`src/rtl/muldiv_unit.sv`:
```
// Multi-cycle MIPS multiply/divide unit with architectural HI/LO.
// Optional abort on flush: define MULDIV_CANCEL_EN.
module muldiv_unit #(
  parameter int WIDTH = 32
) (
  input  logic             clk,
  input  logic             rst_n,
  input  logic             start,
  input  logic [2:0]       op,
  input  logic [WIDTH-1:0] a,
  input  logic [WIDTH-1:0] b,
  input  logic             cancel,
  output logic             busy,
  output logic             done,
  output logic [WIDTH-1:0] hi,
  output logic [WIDTH-1:0] lo
);

  localparam int CW = $clog2(WIDTH);
  localparam logic [CW-1:0] CNT_TOP = CW'(WIDTH - 1);

  typedef enum logic [1:0] {
    IDLE,
    CALC,
    FIX
  } state_t;

  state_t state, state_nxt;

  logic [CW-1:0]    cnt;
  logic [WIDTH-1:0] r;
  logic [WIDTH-1:0] q;
  logic [WIDTH-1:0] d;
  logic             is_div;
  logic             q_neg;
  logic             r_neg;

  logic             cancel_act;
  logic             go;
  logic             mv;
  logic             sgn;
  logic             sa;
  logic             sb;
  logic             b_zero;
  logic [WIDTH-1:0] am;
  logic [WIDTH-1:0] bm;
  logic [WIDTH:0]   msum;
  logic [WIDTH:0]   trial;
  logic [2*WIDTH-1:0] prod;
  logic [2*WIDTH-1:0] pfix;
  logic [WIDTH-1:0] quo;
  logic [WIDTH-1:0] rem;

`ifdef MULDIV_CANCEL_EN
  assign cancel_act = cancel;
`else
  logic unused_cancel;
  assign unused_cancel = cancel;
  assign cancel_act = 1'b0;
`endif

  assign go = start & (state == IDLE) & ~op[2];
  assign mv = start & (state == IDLE) & op[2] & ~op[1];

  assign sgn    = ~op[0];
  assign sa     = sgn & a[WIDTH-1];
  assign sb     = sgn & b[WIDTH-1];
  assign b_zero = (b == '0);
  assign am     = sa ? -a : a;
  assign bm     = sb ? -b : b;

  assign msum  = {1'b0, r} + (q[0] ? {1'b0, d} : '0);
  assign trial = {r, q[WIDTH-1]} - {1'b0, d};

  assign prod = {r, q};
  assign pfix = q_neg ? -prod : prod;
  assign quo  = q_neg ? -q : q;
  assign rem  = r_neg ? -r : r;

  assign busy = (state != IDLE);

  always_ff @(posedge clk or negedge rst_n) begin
    if (!rst_n) state <= IDLE;
    else        state <= state_nxt;
  end

  always_comb begin
    state_nxt = state;
    case (state)
      IDLE: if (go) state_nxt = CALC;
      CALC: begin
        if (cancel_act)     state_nxt = IDLE;
        else if (cnt == '0) state_nxt = FIX;
      end
      FIX:     state_nxt = IDLE;
      default: state_nxt = IDLE;
    endcase
  end

  always_ff @(posedge clk or negedge rst_n) begin
    if (!rst_n) begin
      cnt    <= '0;
      r      <= '0;
      q      <= '0;
      d      <= '0;
      is_div <= 1'b0;
      q_neg  <= 1'b0;
      r_neg  <= 1'b0;
      done   <= 1'b0;
      hi     <= '0;
      lo     <= '0;
    end else begin
      done <= 1'b0;
      case (state)
        IDLE: begin
          if (go) begin
            is_div <= op[1];
            cnt    <= CNT_TOP;
            r      <= '0;
            if (op[1]) begin
              q     <= am;
              d     <= bm;
              q_neg <= (sa ^ sb) & ~b_zero;
              r_neg <= sa;
            end else begin
              q     <= bm;
              d     <= am;
              q_neg <= sa ^ sb;
              r_neg <= 1'b0;
            end
          end else if (mv) begin
            if (op[0]) lo <= a;
            else       hi <= a;
          end
        end
        CALC: begin
          if (!cancel_act) begin
            cnt <= cnt - 1'b1;
            // restoring divide keeps the remainder only when the trial is non-negative
            if (is_div) begin
              if (!trial[WIDTH]) begin
                r <= trial[WIDTH-1:0];
                q <= {q[WIDTH-2:0], 1'b1};
              end else begin
                r <= {r[WIDTH-2:0], q[WIDTH-1]};
                q <= {q[WIDTH-2:0], 1'b0};
              end
            end else begin
              r <= msum[WIDTH:1];
              q <= {msum[0], q[WIDTH-1:1]};
            end
          end
        end
        FIX: begin
          if (!cancel_act) begin
            done <= 1'b1;
            if (is_div) begin
              lo <= quo;
              hi <= rem;
            end else begin
              {hi, lo} <= pfix;
            end
          end
        end
        default: ;
      endcase
    end
  end

endmodule

```
`config.mk`:
```
export PLATFORM = sky130hd
export DESIGN_NAME = muldiv_unit
export DESIGN_NICKNAME = d
export VERILOG_FILES = /design/src/rtl/muldiv_unit.sv
export SDC_FILE = /design/constraint.sdc
export NUM_CORES = 1
export LEC_CHECK = 0
export ABC_CLOCK_PERIOD_IN_PS = 3700
export BUFFER_PORTS_ARGS = -buffer_cell sky130_fd_sc_hd__buf_2
export CAP_MARGIN = 10
export CORE_MARGIN = 2
export CORE_UTILIZATION = 49
export DETAILED_ROUTE_END_ITERATION = 8
export PLACE_DENSITY_LB_ADDON = 0.05
export SLEW_MARGIN = 20
export SYNTH_ARGS = -nofsm -noshare
export SYNTH_HDL_FRONTEND = slang
export SYNTH_SLANG_ARGS = --single-unit
export TNS_END_PERCENT = 100
```
`constraint.sdc`:
```
create_clock -name clk -period 3.7 [get_ports clk]
set_input_delay 0.185 -clock clk [delete_from_list [all_inputs] [get_ports clk]]
set_output_delay 0.185 -clock clk [all_outputs]
set_load 0.03 [all_outputs]
```
==> results of run 1 <==
## sequential cells by signal, indices dropped and copies added (netlist names)
name    count
state       2
hi         32
done        1
r_neg       1
r          32
cnt         5
lo         32
q_neg       1
q          32
is_div      1
d          32
## cell type report
cell class                 count  area (um2)  area share (%)
sequential                   171        4280            25.6
clock buffer                  19         453            2.71
tap                          390         488            2.92
inverter                      62         233            1.39
multi-input combinational   1509        9820            58.7
timing repair buffer         214        1320            7.86
clock inverter                13         129           0.771
## per-stage QoR
stage	utilization (%)	hold WS [ns]
floorplan	-	-0.111
global placement	54.3	0.253
detailed placement	54.3	0.246
CTS	56.3	0.0481
global route	56.4	0.0425
finish	56.4	0.0650
## what timing repair did
| item | in CTS | in global routing |
|---|---|---|
| hold endpoints to repair | 65 | 0 |
| resized for setup | 0 | 6 |
| setup endpoints to repair | 0 | 11 |
| hold buffers | 1 | 0 |
| setup buffers | 0 | 1 |
## cell families (layout without fill, tap and decap cells)
| kind of cell | count (synthesis) | count (layout) | share of synthesized area, % |
|---|---|---|---|
| adders and majority gates | 72 | 72 | 6.23 |
| AOI/OAI and AO/OA | 651 | 651 | 28.0 |
| buffers and inverters | 176 | 308 | 4.55 |
| and+or+nand+nor | 552 | 552 | 17.7 |
| muxes | 59 | 59 | 4.04 |
| xor gates and xnor gates | 175 | 175 | 10.4 |
| DFF | 171 | 171 | 29.1 |
## routing by layer
layer / vias up / share of wire [%] / GRT usage (%)
li1: 7004 / - / -
met5: - / 0 / 0
met3: 94 / 8.7 / 7.69
met4: 0 / 4.3 / 15.6
met1: 7059 / 45 / 50.5
met2: 688 / 42 / 51.1
## power groups by stage
stage | sequential [mW] | clock (mW) | combinational, mW
2_1_floorplan | 4.12 | 0 | 8.10
3_3_place_gp | 3.73 | 0 | 12.1
3_5_place_dp | 3.75 | 0 | 12.2
4_1_cts | 3.71 | 1.87 | 12.3
5_1_grt | 3.85 | 1.96 | 13.7
6_report | 3.74 | 1.85 | 12.5
## worst min path at each step
stage | endpoint | from | slack (ns)
2_1_floorplan | cnt[0]$_DFFE_PN0P_ | rst_n | -0.11
3_3_place_gp | hi[16]$_DFFE_PN0P_ | rst_n | 0.25
3_5_place_dp | hi[16]$_DFFE_PN0P_ | rst_n | 0.25
4_1_cts | d[0]$_DFFE_PN0P_ | b[0] | 0.05
5_1_grt | d[0]$_DFFE_PN0P_ | b[0] | 0.04
6_report | d[0]$_DFFE_PN0P_ | b[0] | 0.06
## cells in the final DEF (no fill, tap or decap), drive strengths merged, types with 24 or more instances in the layout
master / instances
a21oi: 164
a21o: 35
nand2: 162
buf: 213
a22oi: 47
nor3: 43
o31ai: 45
nand3: 27
ha: 70
xnor2: 101
nor2: 185
mux2i: 56
a31oi: 24
inv: 68
dfrtp: 171
a211oi: 53
o21ai: 177
xor2: 74
## critical path: stages (launching register included)
cell	delay (ns)
dfrtp_1	0.41
inv_2	0.19
nor2_1	0.08
ha_1	0.35
a21o_1	0.21
a21o_1	0.19
a221o_1	0.42
or2_2	0.34
a41oi_1	0.22
buf_4	0.18
o31ai_1	0.09
a221o_1	0.36
a211oi_1	0.25
a2111oi_0	0.09
## synth_stat cells, types with 4 or more instances
cell,instances,area share (%)
a22oi_1,47,2.4
or4_4,5,0.38
o211ai_1,18,0.92
inv_1,62,1.6
a21o_1,35,1.8
clkbuf_1,93,2.4
o41ai_1,9,0.54
ha_1,70,6.0
a221o_1,8,0.54
a221oi_1,4,0.24
a21boi_0,10,0.51
buf_1,14,0.36
buf_2,7,0.24
o21ai_0,172,5.9
o21ai_1,4,0.14
or4_1,10,0.51
mux2i_1,56,3.8
or3_1,18,0.77
a21oi_1,164,5.6
nor2b_1,11,0.47
and3_1,5,0.21
nand2_1,161,4.1
xnor2_1,101,6.0
o21bai_1,9,0.46
o221ai_1,7,0.42
a211oi_1,53,2.7
nand2b_1,22,0.94
or2_2,5,0.21
xor2_1,74,4.4
a31oi_1,24,1.0
and2_1,13,0.55
nand3_1,27,0.92
o31a_1,7,0.42
o21a_1,7,0.36
nor3_1,42,1.4
nor2_1,185,4.7
dfrtp_1,171,29
nand4_1,8,0.34
o31ai_1,45,2.3
nor4_1,18,0.77
==> flow_metrics.env, run 1 <==
export IMPL_synthToLayoutAreaGrowth_pct=13.6
export IMPL_min_period_over_period_pct=94.3
export IMPL_drive_above_1_share_pct=14.0
export IMPL_gp_congestion=0.941
export IMPL_syn_area_um2=14700
export IMPL_status="finished clean"
export IMPL_antenna_cells=0
export IMPL_endpoint="r[31]$_DFFE_PN0P_"
export IMPL_startpoint="q[0]$_DFFE_PN0P_"
export IMPL_fin_ws_ns=0.210
export IMPL_r2r_end="r[31]$_DFFE_PN0P_"
export IMPL_seqPwrFrac_pct=20.7
export IMPL_cellPowerDensity_nw_per_um2=1080
export IMPL_fmax_mhz=287
export IMPL_tightest_slew_ns=1.05
export IMPL_synthesis_nets=1999
export IMPL_comb_power_share_pct=69.1
export IMPL_yosysWarnings=0
export IMPL_cts_root_buffer="clkbuf_16"
export IMPL_crit_required_ns=4.04
export IMPL_n_fill_cell=2841
export IMPL_start_util_pct=49.6
export IMPL_rows=63
export IMPL_p_int_mw=8.70
export IMPL_drc=0
export IMPL_overflow=0
export IMPL_dp_cells=2344
export IMPL_dr_pass1_iters=5
export IMPL_ys_seq_elements=171
export IMPL_ant_nets=0
export IMPL_switching_share_pct=51.9
export IMPL_clock_sinks=171
export IMPL_grt_util_all_layers_pct=35.4
export IMPL_hp_class="input pin to register"
export IMPL_peakVddDrop_mv=0.562
export IMPL_whs_path_depth=3
export IMPL_dp_slack_ns=0.155
export IMPL_grt_pass1_vias=13700
export IMPL_path_max_fanout=9
export IMPL_p_leak_nw=7.35
export IMPL_die_area_um2=31400
export IMPL_numPortBuffers=135
export IMPL_p_clk_share_pct=10.2
export IMPL_r2r_slack_ns=0.21
export IMPL_postSynthCellCount=1856
export IMPL_crit_reg2reg_launch="q[0]$_DFFE_PN0P_"
export IMPL_vias_per_cell=6.24
export IMPL_dpl_instance_area_um2=16100
export IMPL_end_kind="register"
export IMPL_start_kind="register"
export IMPL_stdcell_area_um2=16700
export IMPL_htree_levels=4
export IMPL_avgSynthCellArea_um2=7.93
export IMPL_rr_worst_depth=13
export IMPL_drt_iter0_drc=1746
export IMPL_drv_slew=0
export IMPL_cts_buffer_depth=2
export IMPL_power_mw=18.1
export IMPL_grt_setup_unrepaired="false"
export IMPL_maxCapViolCount=0
export IMPL_synth_ff_type="dfrtp_1"
export IMPL_synthDistinctLibCells=74
export IMPL_cts_tree="yes"
export IMPL_fin_crit_ns=3.49
export IMPL_hold_violations=0
export IMPL_die_height_um=177
export IMPL_power_switching_mw=9.39
export IMPL_vias=14800
export IMPL_worst_ep_arrival_time_ns=3.83
export IMPL_core_area_um2=29600
export IMPL_nets=2118
export IMPL_numCtsBuffers=17
export IMPL_seq_area_frac_synth_pct=29.1
export IMPL_antenna_found_initial=0
export IMPL_wirelength_um=55300
export IMPL_grt_pass1_wl_um=83000
export IMPL_stdcell_count=2378
export IMPL_setup_tns_ns=0
export IMPL_skew_ns=0.0158
export IMPL_finalSetupViolCount=0
export IMPL_maxSlewHeadroom_pct=30.1
export IMPL_ys_async_sr_fraction_pct=100
export IMPL_ios=137
export IMPL_chipWidth_um=177
export IMPL_hpwl_um=43200
export IMPL_path_class="register to register"
export IMPL_synth_edff_count=0
export IMPL_worstSkewPairLatency_ns=0.46
export IMPL_clk_pin_slew_worst_paths_ns=0.08
export IMPL_wl_per_cell_um=23.3
export IMPL_grt_max_degree=74
Power figures use the tool's default switching activity.
==> run 2: changes to the inputs <==
--- a/config.mk
+++ b/config.mk
@@ -8,8 +8,10 @@
 export ABC_CLOCK_PERIOD_IN_PS = 3700
 export BUFFER_PORTS_ARGS = -buffer_cell sky130_fd_sc_hd__buf_2
 export CAP_MARGIN = 10
+export CELL_PAD_IN_SITES_DETAIL_PLACEMENT = 1
+export CELL_PAD_IN_SITES_GLOBAL_PLACEMENT = 1
 export CORE_MARGIN = 2
-export CORE_UTILIZATION = 49
+export CORE_UTILIZATION = 41
 export DETAILED_ROUTE_END_ITERATION = 8
 export PLACE_DENSITY_LB_ADDON = 0.05
 export SLEW_MARGIN = 20
==> run 2 against run 1 <==
Effect of this change:
- fmax decreased by 2.8%
- critical path depth down 1
- non-clock buffer count grew 6
- hold slack better by 0.0068 ns
- highest routed layer is now met5
- setup slack worse by 0.10 ns
- largest cell class unchanged
- first-iteration DRC count decreased by 28%
- via count grew 1.9%
- clock power hardly changed
- global-route usage decreased by 3.0 points
==> flow_metrics.env, run 2 (synthesized netlist as in run 1, its figures left out) <==
export IMPL_fin_crit_ns=3.59
export IMPL_stdcell_area_um2=16900
export IMPL_status="finished clean"
export IMPL_hp_class="input pin to register"
export IMPL_drive_above_1_share_pct=14.4
export IMPL_hold_violations=0
export IMPL_synthToLayoutAreaGrowth_pct=14.9
export IMPL_peakVddDrop_mv=0.774
export IMPL_cts_root_buffer="clkbuf_16"
export IMPL_hold_start="b[0]"
export IMPL_path_class="register to register"
export IMPL_end_kind="register"
export IMPL_finalSetupViolCount=0
export IMPL_fmax_mhz=278
export IMPL_crit_required_ns=4.03
export IMPL_hpwl_um=48900
export IMPL_wirelength_um=61400
export IMPL_ios=137
export IMPL_maxSlewHeadroom_pct=41.5
export IMPL_die_area_um2=37400
export IMPL_antenna_found_initial=2
export IMPL_power_mw=18.9
export IMPL_numCtsBuffers=17
export IMPL_grt_util_all_layers_pct=32.4
export IMPL_grt_pass1_vias=14900
export IMPL_vias_per_cell=6.16
export IMPL_ant_nets=0
export IMPL_die_height_um=193
export IMPL_numPortBuffers=135
export IMPL_drv_slew=0
export IMPL_final_common_cell="nor2_1"
export IMPL_cts_tree="yes"
export IMPL_skew_ns=0.0182
export IMPL_worstSkewPairLatency_ns=0.46
export IMPL_gp_congestion=0.931
export IMPL_chipWidth_um=193
export IMPL_startpoint="d[14]$_DFFE_PN0P_"
export IMPL_cellPowerDensity_nw_per_um2=1120
export IMPL_htree_levels=4
export IMPL_start_kind="register"
export IMPL_grt_pass1_wl_um=93200
export IMPL_worst_ep_arrival_time_ns=3.92
export IMPL_clk_pin_slew_worst_paths_ns=0.08
export IMPL_rows=69
export IMPL_path_max_fanout=6
export IMPL_dr_pass1_iters=5
export IMPL_start_util_pct=41.5
export IMPL_vias=15100
export IMPL_grt_max_degree=74
export IMPL_drc=0
export IMPL_wl_per_cell_um=25.0
export IMPL_clock_sinks=171
export IMPL_layout_common_cells="nor2_1 (184), o21ai_0 (172), dfrtp_1 (170)"
export IMPL_nets=2124
export IMPL_core_area_um2=35500
export IMPL_antenna_cells=0
export IMPL_postCtsSetupBuffers=0
export IMPL_crit_reg2reg_launch="d[14]$_DFFE_PN0P_"
export IMPL_min_period_over_period_pct=97.1
export IMPL_dpl_instance_area_um2=16300
export IMPL_maxCapViolCount=0
export IMPL_overflow=0
export IMPL_cts_buffer_depth=2
export IMPL_tightest_slew_ns=0.876
export IMPL_p_leak_nw=7.38
export IMPL_drt_iter0_drc=1252
-- run 2: changes by cell type in the layout (fill, tap and decap cells not counted), moves of 2 or more --
cell,previous run,this run
inv_8,1,4
clkinv_8,0,5
buf_4,75,80
clkinv_4,3,0
clkbuf_8,2,0
-- run 2: routing by layer --
layer | track usage [%] | wire length, um
met2 | 47.4 | 25900
met5 | 0 | 26
met4 | 10.2 | 1690
met1 | 48.5 | 29700
met3 | 5.28 | 4070
-- run 2: path summary, 6_finish.rpt --
path	to	slack, ns	cells past startpoint
setup / recovery	r[31]$_DFFE_PN0P_	0.11	12
hold / removal	d[0]$_DFFE_PN0P_	0.07	3
setup reg to reg	r[31]$_DFFE_PN0P_	0.11	12
hold reg to reg	lo[2]$_DFFE_PN0P_	0.48	2
max in group asynchronous	r[30]$_DFFE_PN0P_	2.43	3
min in group asynchronous	r[26]$_DFFE_PN0P_	0.31	2
-- run 2: where the power goes --
group	internal, mW	switching (mW)
clock network	0.914	0.960
registers	2.79	1.07
logic	5.12	8.03
-- run 2: repair_timing --
item                                   4_1_cts  5_1_grt
resized for setup                            0        7
setup endpoints to repair                    0        9
hold buffers                                 1        0
endpoints found under the hold margin       67        0
-- run 2: area by class of cell --
cell class,instances,area [um2]
clock buffers,17,425
clock inverters,15,174
fillers,4377,18600
inverters,62,233
multi-input cells,1509,9840
flip-flops and latches,171,4280
well taps,461,577
repair buffers,220,1370
-- run 2: worst max-delay path, stage by stage, from the launching register on --
cell	delay (ns)
dfrtp_1	0.36
inv_1	0.14
ha_1	0.47
nand4_1	0.14
a2111oi_1	0.57
o211ai_1	0.25
a21oi_1	0.24
buf_4	0.17
nor3_1	0.07
o31ai_2	0.34
a31oi_1	0.15
xor2_1	0.16
a2111oi_0	0.39
-- run 2: stage by stage --
stage / util (%) / TNS [ns] / instances / worst slack [ns] / hold WS [ns]
2_1_floorplan: - / 0 / 1856 / 0.221 / -0.111
3_3_place_gp: 45.8 / 0 / 2422 / 0.150 / 0.247
3_5_place_dp: 45.8 / 0 / 2422 / 0.121 / 0.252
4_1_cts: 47.6 / 0 / 2455 / 0.0316 / 0.0544
5_1_grt: 47.6 / -0.190 / 2455 / -0.151 / 0.0712
6_report: 47.6 / 0 / 2455 / 0.108 / 0.0718
